--- config.mk ---
export PLATFORM = sky130hd
export DESIGN_NAME = shift_word_collector_flat
export DESIGN_NICKNAME = d
export VERILOG_FILES = /design/src/rtl/shift_word_collector_if.sv /design/src/rtl/shift_word_collector.sv /design/src/flat_wrapper.sv
export SDC_FILE = /design/constraint.sdc
export NUM_CORES = 1
export LEC_CHECK = 0
export CAP_MARGIN = 30
export CORE_MARGIN = 4
export CORE_UTILIZATION = 45
export CTS_CLUSTER_SIZE = 28
export DETAILED_ROUTE_END_ITERATION = 16
export GPL_ROUTABILITY_DRIVEN = 0
export PLACE_DENSITY = 0.68
export SLEW_MARGIN = 20
export SYNTH_ARGS = -nofsm -noshare
export SYNTH_HDL_FRONTEND = slang
export SYNTH_SLANG_ARGS = --single-unit
--- constraint.sdc ---
create_clock -name clk -period 2.2 [get_ports clk]
set_clock_uncertainty 0.15 [all_clocks]
set_input_delay 0.33 -clock clk [delete_from_list [all_inputs] [get_ports clk]]
set_output_delay 0.33 -clock clk [all_outputs]
set_load 0.005 [all_outputs]
--- src/rtl/shift_word_collector_if.sv ---
// Serial-in / word-out bus of the shift word collector.
// The collector uses the slave modport; the upstream stage and consumer use the master modport.
interface shift_word_collector_if #(
  parameter int unsigned WORD_W = 4
);
  logic              sdata;
  logic              sval;
  logic              sof;
  logic [WORD_W-1:0] out_data;
  logic              out_valid;
  logic              out_ready;
  logic              frame_err;
  logic              ovf;
  logic [7:0]        word_cnt;

  modport master (
    output sdata, sval, sof, out_ready,
    input  out_data, out_valid, frame_err, ovf, word_cnt
  );

  modport slave (
    input  sdata, sval, sof, out_ready,
    output out_data, out_valid, frame_err, ovf, word_cnt
  );
endinterface

--- src/rtl/shift_word_collector.sv ---
// Reassembles LSB-first serial words from the upstream shift stage into a 2-entry valid/ready buffer,
// flagging early-sof aborts, dropped words and counting accepted words.
module shift_word_collector #(
  parameter int unsigned WORD_W = 4
) (
  input logic                  clk,
  input logic                  rst,
  shift_word_collector_if.slave bus
);

  localparam int unsigned CNT_W = $clog2(WORD_W);
  localparam int unsigned DEPTH = 2;
  localparam int unsigned PTR_W = 1;
  localparam int unsigned OCC_W = 2;

  localparam logic [0:0] IDLE    = 1'b0;
  localparam logic [0:0] COLLECT = 1'b1;

  logic [0:0]        state;
  logic [0:0]        state_nxt;
  logic [CNT_W-1:0]  bit_cnt;
  logic [CNT_W-1:0]  bit_cnt_nxt;
  logic [WORD_W-1:0] shreg;
  logic [WORD_W-1:0] shreg_nxt;
  logic              push_c;
  logic              abort_c;
  logic [WORD_W-1:0] push_word_c;

  logic [WORD_W-1:0] mem [DEPTH];
  logic [PTR_W-1:0]  wr_ptr;
  logic [PTR_W-1:0]  rd_ptr;
  logic [OCC_W-1:0]  occ;
  logic [OCC_W-1:0]  occ_nxt;
  logic              out_valid_q;
  logic              frame_err_q;
  logic              ovf_q;
  logic [7:0]        word_cnt_q;

  logic              pop_c;
  logic              full_c;
  logic              push_ok_c;
  logic              drop_c;

  // Collector state register
  always_ff @(posedge clk) begin
    if (rst) begin
      state   <= IDLE;
      bit_cnt <= '0;
      shreg   <= '0;
    end else begin
      state   <= state_nxt;
      bit_cnt <= bit_cnt_nxt;
      shreg   <= shreg_nxt;
    end
  end

  // Next-state: bit assembly, word completion and early-sof abort
  always_comb begin
    state_nxt   = state;
    bit_cnt_nxt = bit_cnt;
    shreg_nxt   = shreg;
    push_c      = 1'b0;
    abort_c     = 1'b0;
    push_word_c = {bus.sdata, shreg[WORD_W-2:0]};

    case (state)
      IDLE: begin
        if (bus.sval && bus.sof) begin
          shreg_nxt[0] = bus.sdata;
          bit_cnt_nxt  = CNT_W'(1);
          state_nxt    = COLLECT;
        end
      end
      COLLECT: begin
        if (bus.sval) begin
          if (bus.sof) begin
            // Early sof (even on the last bit) restarts with this bit as bit 0
            abort_c      = 1'b1;
            shreg_nxt[0] = bus.sdata;
            bit_cnt_nxt  = CNT_W'(1);
          end else begin
            shreg_nxt[bit_cnt] = bus.sdata;
            if (bit_cnt == CNT_W'(WORD_W - 1)) begin
              push_c      = 1'b1;
              bit_cnt_nxt = '0;
              state_nxt   = IDLE;
            end else begin
              bit_cnt_nxt = bit_cnt + CNT_W'(1);
            end
          end
        end
      end
      default: begin
        state_nxt   = IDLE;
        bit_cnt_nxt = '0;
      end
    endcase
  end

  // A full buffer still takes a word if its head leaves on the same edge
  assign pop_c     = out_valid_q && bus.out_ready;
  assign full_c    = (occ == OCC_W'(DEPTH));
  assign push_ok_c = push_c && (!full_c || pop_c);
  assign drop_c    = push_c && !push_ok_c;

  always_comb begin
    occ_nxt = occ;
    case ({push_ok_c, pop_c})
      2'b10:   occ_nxt = occ + OCC_W'(1);
      2'b01:   occ_nxt = occ - OCC_W'(1);
      default: occ_nxt = occ;
    endcase
  end

  // Output buffer and status registers
  always_ff @(posedge clk) begin
    if (rst) begin
      for (int i = 0; i < int'(DEPTH); i++) begin
        mem[i] <= '0;
      end
      wr_ptr      <= '0;
      rd_ptr      <= '0;
      occ         <= '0;
      out_valid_q <= 1'b0;
      frame_err_q <= 1'b0;
      ovf_q       <= 1'b0;
      word_cnt_q  <= '0;
    end else begin
      if (push_ok_c) begin
        mem[wr_ptr] <= push_word_c;
        wr_ptr      <= wr_ptr + PTR_W'(1);
        word_cnt_q  <= word_cnt_q + 8'd1;
      end
      if (pop_c) begin
        rd_ptr <= rd_ptr + PTR_W'(1);
      end
      occ         <= occ_nxt;
      out_valid_q <= (occ_nxt != '0);
      frame_err_q <= abort_c;
      ovf_q       <= ovf_q | drop_c;
    end
  end

  assign bus.out_data  = mem[rd_ptr];
  assign bus.out_valid = out_valid_q;
  assign bus.frame_err = frame_err_q;
  assign bus.ovf       = ovf_q;
  assign bus.word_cnt  = word_cnt_q;

endmodule

--- src/flat_wrapper.sv ---
// flat-port wrapper written by rule: the top's interface ports become plain ports
module shift_word_collector_flat 
#(
  parameter int unsigned WORD_W = 4
)
  (clk, rst, bus_sdata, bus_sval, bus_sof, bus_out_ready, bus_out_data, bus_out_valid, bus_frame_err, bus_ovf, bus_word_cnt);
  shift_word_collector_if #(.WORD_W(WORD_W)) bus_i ();
  input logic clk;
  input logic rst;
  input wire logic [$bits(bus_i.sdata)-1:0] bus_sdata;
  input wire logic [$bits(bus_i.sval)-1:0] bus_sval;
  input wire logic [$bits(bus_i.sof)-1:0] bus_sof;
  input wire logic [$bits(bus_i.out_ready)-1:0] bus_out_ready;
  output wire logic [$bits(bus_i.out_data)-1:0] bus_out_data;
  output wire logic [$bits(bus_i.out_valid)-1:0] bus_out_valid;
  output wire logic [$bits(bus_i.frame_err)-1:0] bus_frame_err;
  output wire logic [$bits(bus_i.ovf)-1:0] bus_ovf;
  output wire logic [$bits(bus_i.word_cnt)-1:0] bus_word_cnt;
  assign bus_i.sdata = bus_sdata;
  assign bus_i.sval = bus_sval;
  assign bus_i.sof = bus_sof;
  assign bus_i.out_ready = bus_out_ready;
  assign bus_out_data = bus_i.out_data;
  assign bus_out_valid = bus_i.out_valid;
  assign bus_frame_err = bus_i.frame_err;
  assign bus_ovf = bus_i.ovf;
  assign bus_word_cnt = bus_i.word_cnt;
  shift_word_collector #(.WORD_W(WORD_W)) u_core (.clk(clk), .rst(rst), .bus(bus_i));
endmodule
# After elaboration in Yosys (flattened, before gate mapping)

Memories as Yosys holds them, arrays and structs flattened. A register that Yosys moved wholly into a read port is not among the register bits.
Cells that the tools add are included.

Bits in registers: 22
RAM bits: 8
Input bits: 6
Output and inout bits: 15
Word-level logic and storage cells: 76
Memories: 1

Memory list:

| name       | depth | width | rd ports | clocked after memory_dff | wr ports | line                       | text |
|---|---|---|---|---|---|---|---|
| u_core.mem | 2     | 4     | 1        | 1                        | 2        | shift_word_collector.sv:29 | `logic [WORD_W-1:0] mem [DEPTH];` |

Add/sub/neg operators: 6
Magnitude comparators: 2
Equal/unequal tests: 6
Mux-type cells: 33
Bitwise operators: 4
Reduce and logical (&&, ||, !) cells: 13

Operators by type and width:

| operator              | count |
|---|---|
| $mux W1               | 22 |
| $add A8 B1 Y8 const B | 1 |
| $mux W2               | 4 |
| $pmux W2 S2           | 2 |
| $eq A2 B2 Y1 const B  | 3 |
| $logic_and A1 B1 Y1   | 5 |
| $add A2 B1 Y2 const B | 2 |
| $bwmux W4             | 1 |
| $mux W4               | 1 |
| $pmux W1 S2           | 2 |
| $reduce_or A4 Y1      | 1 |
| $lt A2 B3 Y1 const B  | 1 |
| $not A1 Y1            | 3 |
| $reduce_and A3 Y1     | 1 |
| $reduce_or A3 Y1      | 1 |
| $add A1 B1 Y1 const B | 2 |
| $demux W1 S2          | 1 |
| $eq A2 B1 Y1 const B  | 1 |
| $ge A2 B1 Y1 const B  | 1 |
| $logic_not A1 Y1      | 2 |
| $ne A2 B1 Y1 const B  | 1 |
| $ne A2 B2 Y1 const B  | 1 |
| $reduce_and A2 Y1     | 1 |
| $reduce_bool A2 Y1    | 1 |
| other kinds (3)       | 3 |

# Logic depth before layout (Yosys ltp)

Gate-level depths: netlist of the first run.

Depth in word-level cells: 11
Gate-level depth with buffers: 6

# Worst setup path after synthesis of the first run

Ideal clock, no wire load.

Path kind: register -> register
From: reg u_core.bit_cnt[0]
To: mem u_core.mem[1][0] (enable)
Library setup time: 306 ps
Arrival time: 1,375 ps
Required time: 1,744 ps
Slack: 369 ps
Cell stages (with the launch flop): 6
Clock period less this slack: 1,831 ps
Path through: dfxtp_1 > ha_1 > nand4b_1 > buf_2 > a21oi_1 > a21o_1

RTL lines:

| item                   | line                       | text |
|---|---|---|
| start, declared        | shift_word_collector.sv:21 | `logic [CNT_W-1:0] bit_cnt;` |
| start signal, assigned | shift_word_collector.sv:52 | `bit_cnt <= bit_cnt_nxt;` |
| end, declared          | shift_word_collector.sv:29 |  |

==> metrics.md, run 1 <==
| Metric | Value |
|---|---|
| Site Rows | 19 |
| Initial antenna violation count | 0 |
| Die Ht | 63.7 um |
| Synth Register Bits | 30 |
| Initial Utilization | 48.9% |
| Run status | complete, no violations |
| Remaining antenna violation count after routing | 0 |
| Launch point of the worst reg-to-reg path | u_core.bit_cnt[0] |
| Fin crit period | 2.02 ns |
| Iter 0 DRT Violations | 48 |
| CP Cell Sequence | mux2_2 -> clkdlybuf4s50_1 |
| Synth unique cells | 38 |
| Clock Tree Root | clkbuf_4 |
| Max-Cap Viols | 0 |
| GRT Util Overall | 15.4% |
| WL final | 2.79 mm |
| Crit-path max FO | 4 |
| CP arrival | 1.54 ns |
| Fmax | 496 MHz |
| Syn Nets | 155 |
| Sinks on Clock Net | 30 |
| Worst skew pair latency | 0.32 ns |
| CP delay by family, top | buffers and inverters |
| Max incr delay on CP | 0.44 ns |
| First-pass GRT wire length | 4.86 mm |
| Core ar. | 2850 um^2 |
| Min-delay src | u_core.shreg[2] |
| LEAKAGE | 0.615 nW |
| CTS tree | done |
| CP endpoint kind | output pin |
| Vias per inst | 5.42 |
| Slew HR | 73.5% |
| Share of the yosys chip area belonging to registers | 48.8% |
| Pins Over Slew Limit | 0 |
| Post-synth ARST share | 0% |
| Wire per inst | 13.7 um |
| Synth Flop Type | dfxtp_1 |
| Port buffer count | 20 |
| RSZ-0062 raised after global routing | no |
| Chip width | 63.7 um |
| Gate count of the mapped netlist | 144 |
| Post-CTS Setup Bufs | 0 |
| Worst path slowest cell | clkdlybuf4s50_1 |
| Place WS | 0.0707 ns |
| WP data required | 1.72 ns |
| Startpoint types | flop |
| Mapped Area | 1390 um^2 |
| Hold_buf cts | 0 |
| Number of synthesized flops with an enable pin | 8 |
| Final worst setup slack | 0.182 ns |
| Pin count of the biggest net entering global routing | 13 |
| H-tree depth | 2 |
| Final net count | 183 |
| Vias in the first global route | 1105 |
| Gr ovfl total | 0 |
| Post-CTS sizing | 0 |
| Total CTS buffers | 5 |
| Power Density | 563 nW/um^2 |
| Synth-to-layout area growth | 23.4% |
| DP Wirelength | 2.05 mm |
| Syn_area_per_cell | 9.68 um^2 |
| Drt drc | 0 |
| Layout cells sized above 1 | 13.3% |
| Critical path buffers and inverters | 1 |
| Worst-margin pin slew | 0.397 ns |
| Util after Layout | 60.3% |
| Synthesis Warnings | 0 |
| Sum Neg Setup Slack | 0 ns |
| Max VDD drop | 0.332 mV |
| Clock slew at reported path FFs | 0.09 ns |
| TritonRoute pass-1 iters | 4 |
| Max Root-Sink Buffers | 2 |
| Hold Path Class | reg -> reg |
| # setup viols final | 0 |
| Final Cycle Share | 91.7% |
| Crit path kind | reg -> out |
| Total die area | 4050 um^2 |
| Final hold vios | 0 |
| Diode count | 0 |
| Total power | 0.969 mW |
| Routed vias | 1105 |
| # IOs | 21 |
cell families after synthesis:
| logic type | after synthesis | share of synthesized area [%] |
|---|---|---|
| AO/OA/AOI/OAI | 28 | 13.9 |
| XOR/XNOR | 8 | 5.03 |
| adder cells (fa/ha/maj) | 5 | 4.49 |
| buffers and inverters | 17 | 5.21 |
| flip-flops | 30 | 48.8 |
| multiplexers | 6 | 4.76 |
| AND/OR/NAND/NOR | 50 | 17.8 |
stage by stage:
step	hold slack, ns	instances	area, um^2
3_3_place_gp	0.296	196	1660
3_5_place_dp	0.295	196	1660
5_1_grt	0.327	204	1720
2_1_floorplan	0.286	144	1390
4_1_cts	0.307	204	1720
6_report	0.306	204	1720
final cells by class:
cell class / count / area [um^2]
Inverter: 9 / 33.8
Tap cell: 31 / 38.8
Timing Repair Buffer: 29 / 268
Fill cell: 265 / 1130
Sequential cell: 30 / 681
Multi-Input combinational cell: 97 / 641
Clock buffer: 8 / 58.8
where the power goes:
part | switching (mW) | total, mW | internal (mW) | leakage, nW
registers | 0.00576 | 0.580 | 0.574 | 0.260
logic | 0.0291 | 0.0596 | 0.0305 | 0.322
clock network | 0.172 | 0.329 | 0.157 | 0.0326
worst paths after layout:
check / slack, ns / cells past startpoint / end
worst max-delay path: 0.18 / 2 / bus_out_data[2]
worst min-delay path: 0.31 / 2 / u_core.shreg[2]
worst max register to register: 0.33 / 5 / u_core.bus.word_cnt[7]
worst min register to register: 0.31 / 2 / u_core.shreg[2]
sequential cells by signal, summed over array words and instances, names as in the netlist, named ones only:
name	count
u_core.bus.word_cnt	8
u_core.mem	8
u_core.shreg	3
u_core.bit_cnt	2
u_core.occ	2
u_core.bus.frame_err	1
u_core.bus.out_valid	1
u_core.bus.ovf	1
u_core.rd_ptr	1
u_core.state	1
u_core.wr_ptr	1
metal layers:
metal | GRT usage, % | share of wire, % | up-vias
met4 | 5.93 | 0.65 | 0
met3 | 5.86 | 5.1 | 2
met5 | 0 | 0 | -
li1 | - | - | 567
met2 | 24.3 | 48 | 30
met1 | 18.8 | 46 | 506
worst register-to-register path, stage by stage, from the launching register on:
cell      delay, ns
dfxtp_1        0.40
ha_1           0.20
nand4b_1       0.16
a21o_1         0.25
or4_1          0.51
a21oi_1        0.14
placed cells by master, fill, tap and decap left out, drive strengths merged, types with 3 or more instances in the layout:
cell type / netlist / layout
dfxtp: 22 / 22
clkdlybuf4s50: 0 / 20
nor2: 19 / 19
inv: 9 / 9
nand2: 9 / 9
a21oi: 9 / 9
buf: 3 / 9
edfxtp: 8 / 8
clkbuf: 5 / 8
nand3: 6 / 6
xnor2: 6 / 6
mux2: 5 / 5
ha: 5 / 5
a211oi: 4 / 4
nor4: 4 / 4
a21o: 3 / 3
Yosys cell counts (2+ instances only):
cell | n | share of area, %
dfxtp_1 | 22 | 32
nor2_1 | 19 | 5.1
a21oi_1 | 9 | 3.2
inv_1 | 9 | 2.4
nand2_1 | 9 | 2.4
edfxtp_1 | 8 | 17
nand3_1 | 6 | 2.2
xnor2_1 | 6 | 3.8
clkbuf_1 | 5 | 1.3
ha_1 | 5 | 4.5
mux2_2 | 5 | 4.0
a211oi_1 | 4 | 2.2
nor4_1 | 4 | 1.8
a21o_1 | 3 | 1.6
a2111oi_2 | 2 | 2.2
a31oi_1 | 2 | 0.90
nand4_1 | 2 | 0.90
o21a_1 | 2 | 1.1
o21ai_0 | 2 | 0.72
xor2_1 | 2 | 1.3
No activity file was read; power rests on OpenSTA's default activity.
==> run 2, diff against run 1 <==
Settings changed: CTS_BUF_LIST set to sky130_fd_sc_hd__clkbuf_8.
==> run 2 against run 1 <==
  * First-iteration DRC count fell by 6.3%
  * Power rose by 11%
  * Sequential power barely moved
  * Critical path depth did not move
  * Hold slack got worse by 0.0037 ns
==> metrics.md, run 2 (same netlist as run 1, synthesis figures left out) <==
| Metric | Value |
|---|---|
| First-pass GRT wire length | 4.87 mm (+0.14%) |
| Critical path buffers and inverters | 1 (unchanged) |
| Vias in the first global route | 1108 (+0.27%) |
| Final worst setup slack | 0.237 ns (+0.0552 ns) |
| Core ar. | 2850 um^2 (unchanged) |
| WP data required | 1.72 ns (about the same) |
| # setup viols final | 0 (unchanged) |
| CP arrival | 1.48 ns (-0.06 ns) |
| GRT Util Overall | 15.4% (+0.037 points) |
| Site Rows | 19 (unchanged) |
| Leading cell types in the layout, fill and taps excluded | dfxtp_1 (22), clkdlybuf4s50_1 (20), nor2_1 (19), inv_1 (11) |
| Post-CTS sizing | 0 (unchanged) |
| Drt drc | 0 (unchanged) |
| Worst skew pair latency | 0.28 ns (-0.04 ns) |
| Max Root-Sink Buffers | 2 (unchanged) |
| Wire per inst | 13.7 um (+0.47%) |
| Pins Over Slew Limit | 0 (unchanged) |
| LEAKAGE | 0.636 nW (+3.5%) |
| Startpoint types | flop |
| Reg2reg setup slack | 0.33 ns (about the same) |
| Power Density | 613 nW/um^2 (+8.9%) |
| CTS tree | done |
| Gr ovfl total | 0 (unchanged) |
| Slew HR | 74.4% (+0.98 points) |
| Crit-path max FO | 4 (unchanged) |
| Die Ht | 63.7 um (unchanged) |
| H-tree depth | 2 (unchanged) |
| Worst path slowest cell | clkdlybuf4s50_1 |
| DP Wirelength | 2.05 mm (unchanged) |
| Initial Utilization | 48.9% (unchanged) |
| Initial antenna violation count | 0 (unchanged) |
| Sinks on Clock Net | 30 (unchanged) |
| # IOs | 21 (unchanged) |
| Final hold vios | 0 (unchanged) |
| Total CTS buffers | 5 (unchanged) |
| CP delay by family, top | buffers and inverters |
| Max incr delay on CP | 0.44 ns (about the same) |
| Chip width | 63.7 um (unchanged) |
| Crit path kind | reg -> out |
| Worst-margin pin slew | 0.382 ns (-0.0147 ns) |
| Post-CTS Setup Bufs | 0 (unchanged) |
| Iter 0 DRT Violations | 45 (-6.3%) |
| Sum Neg Setup Slack | 0 ns (unchanged) |
| Max VDD drop | 0.388 mV (+17%) |
| Run status | complete, no violations |
| Layout cells sized above 1 | 13.3% (unchanged) |
| Total die area | 4050 um^2 (unchanged) |
| Final net count | 183 (unchanged) |
| Remaining antenna violation count after routing | 0 (unchanged) |
| Util after Layout | 61.4% (+1.1 points) |
| CP Cell Sequence | mux2_2 -> clkdlybuf4s50_1 |
| Commonest non-fill, non-tap cell in the layout | dfxtp_1 |
| CP endpoint kind | output pin |
| RSZ-0062 raised after global routing | no |
| Synth-to-layout area growth | 25.7% |
| Routed vias | 1100 (-0.45%) |
| Port buffer count | 20 (unchanged) |
| Fin crit period | 1.96 ns (-0.0552 ns) |
| Diode count | 0 (unchanged) |
| Max-Cap Viols | 0 (unchanged) |
| Vias per inst | 5.39 (-0.45%) |
| Hold Path Class | reg -> reg |
| Clock Tree Root | clkbuf_8 |
| Place WS | 0.0707 ns (unchanged) |
| WL final | 2.80 mm (+0.47%) |
| Final Cycle Share | 89.2% (-2.5 points) |
| Pin count of the biggest net entering global routing | 13 (unchanged) |
| # fillers | 259 (-2.3%) |
| Fmax | 509 MHz (+2.8%) |
| TritonRoute pass-1 iters | 4 (unchanged) |
| Clock slew at reported path FFs | 0.06 ns (-0.03 ns) |
| Hold_buf cts | 0 (unchanged) |
-- run 2: cell types whose count changed in the layout (fill, tap and decap cells not counted), sizes merged --
cell    before  now
clkbuf       8    6
inv          9   11
-- run 2: where the power goes --
part / switching, mW / internal (mW)
registers: 0.00578 / 0.575
clock network: 0.189 / 0.245
logic: 0.0289 / 0.0305
total: 0.224 / 0.851
-- run 2: final timing paths --
kind              cells after the start                     end               from
setup / recovery                      2         bus_out_data[2]               flop
hold / removal                        2         u_core.shreg[2]    u_core.shreg[2]
setup reg to reg                      5  u_core.bus.word_cnt[7]  u_core.bit_cnt[0]
hold reg to reg                       2         u_core.shreg[2]    u_core.shreg[2]
-- run 2: layout make-up --
| type | instances | area, um^2 | share of cell area [%] |
|---|---|---|---|
| inverters | 9 | 33.8 | 1.93 |
| clock buffers | 6 | 82.6 | 4.71 |
| clock inverters | 2 | 7.51 | 0.429 |
| multi-input cells | 97 | 641 | 36.6 |
| flip-flops and latches | 30 | 681 | 38.9 |
| well taps | 31 | 38.8 | 2.21 |
| repair buffers | 29 | 268 | 15.3 |
-- run 2: stage by stage --
stage	hold WS, ns	cells	instance area, um^2	total power, mW
2_1_floorplan	0.286	144	1390	0.620
3_3_place_gp	0.296	196	1660	0.650
3_5_place_dp	0.295	196	1660	0.652
4_1_cts	0.303	204	1750	1.08
5_1_grt	0.323	204	1750	1.12
6_report	0.302	204	1750	1.07
-- run 2: metal layers --
layer  global-route usage (%)  vias up  wire (um)  share of wire (%)
li1                         -      563          -                  -
met1                     18.8      508       1290                 46
met2                     24.4       27       1340                 48
met3                     6.39        2        146                5.2
met4                     5.12        0         18               0.64
met5                        0        -          0                  0
-- run 2: tightest hold or removal path, stage by stage (launching register included) --
cell,delay [ns]
dfxtp_1,0.30
nand2_1,0.05
a21oi_1,0.05
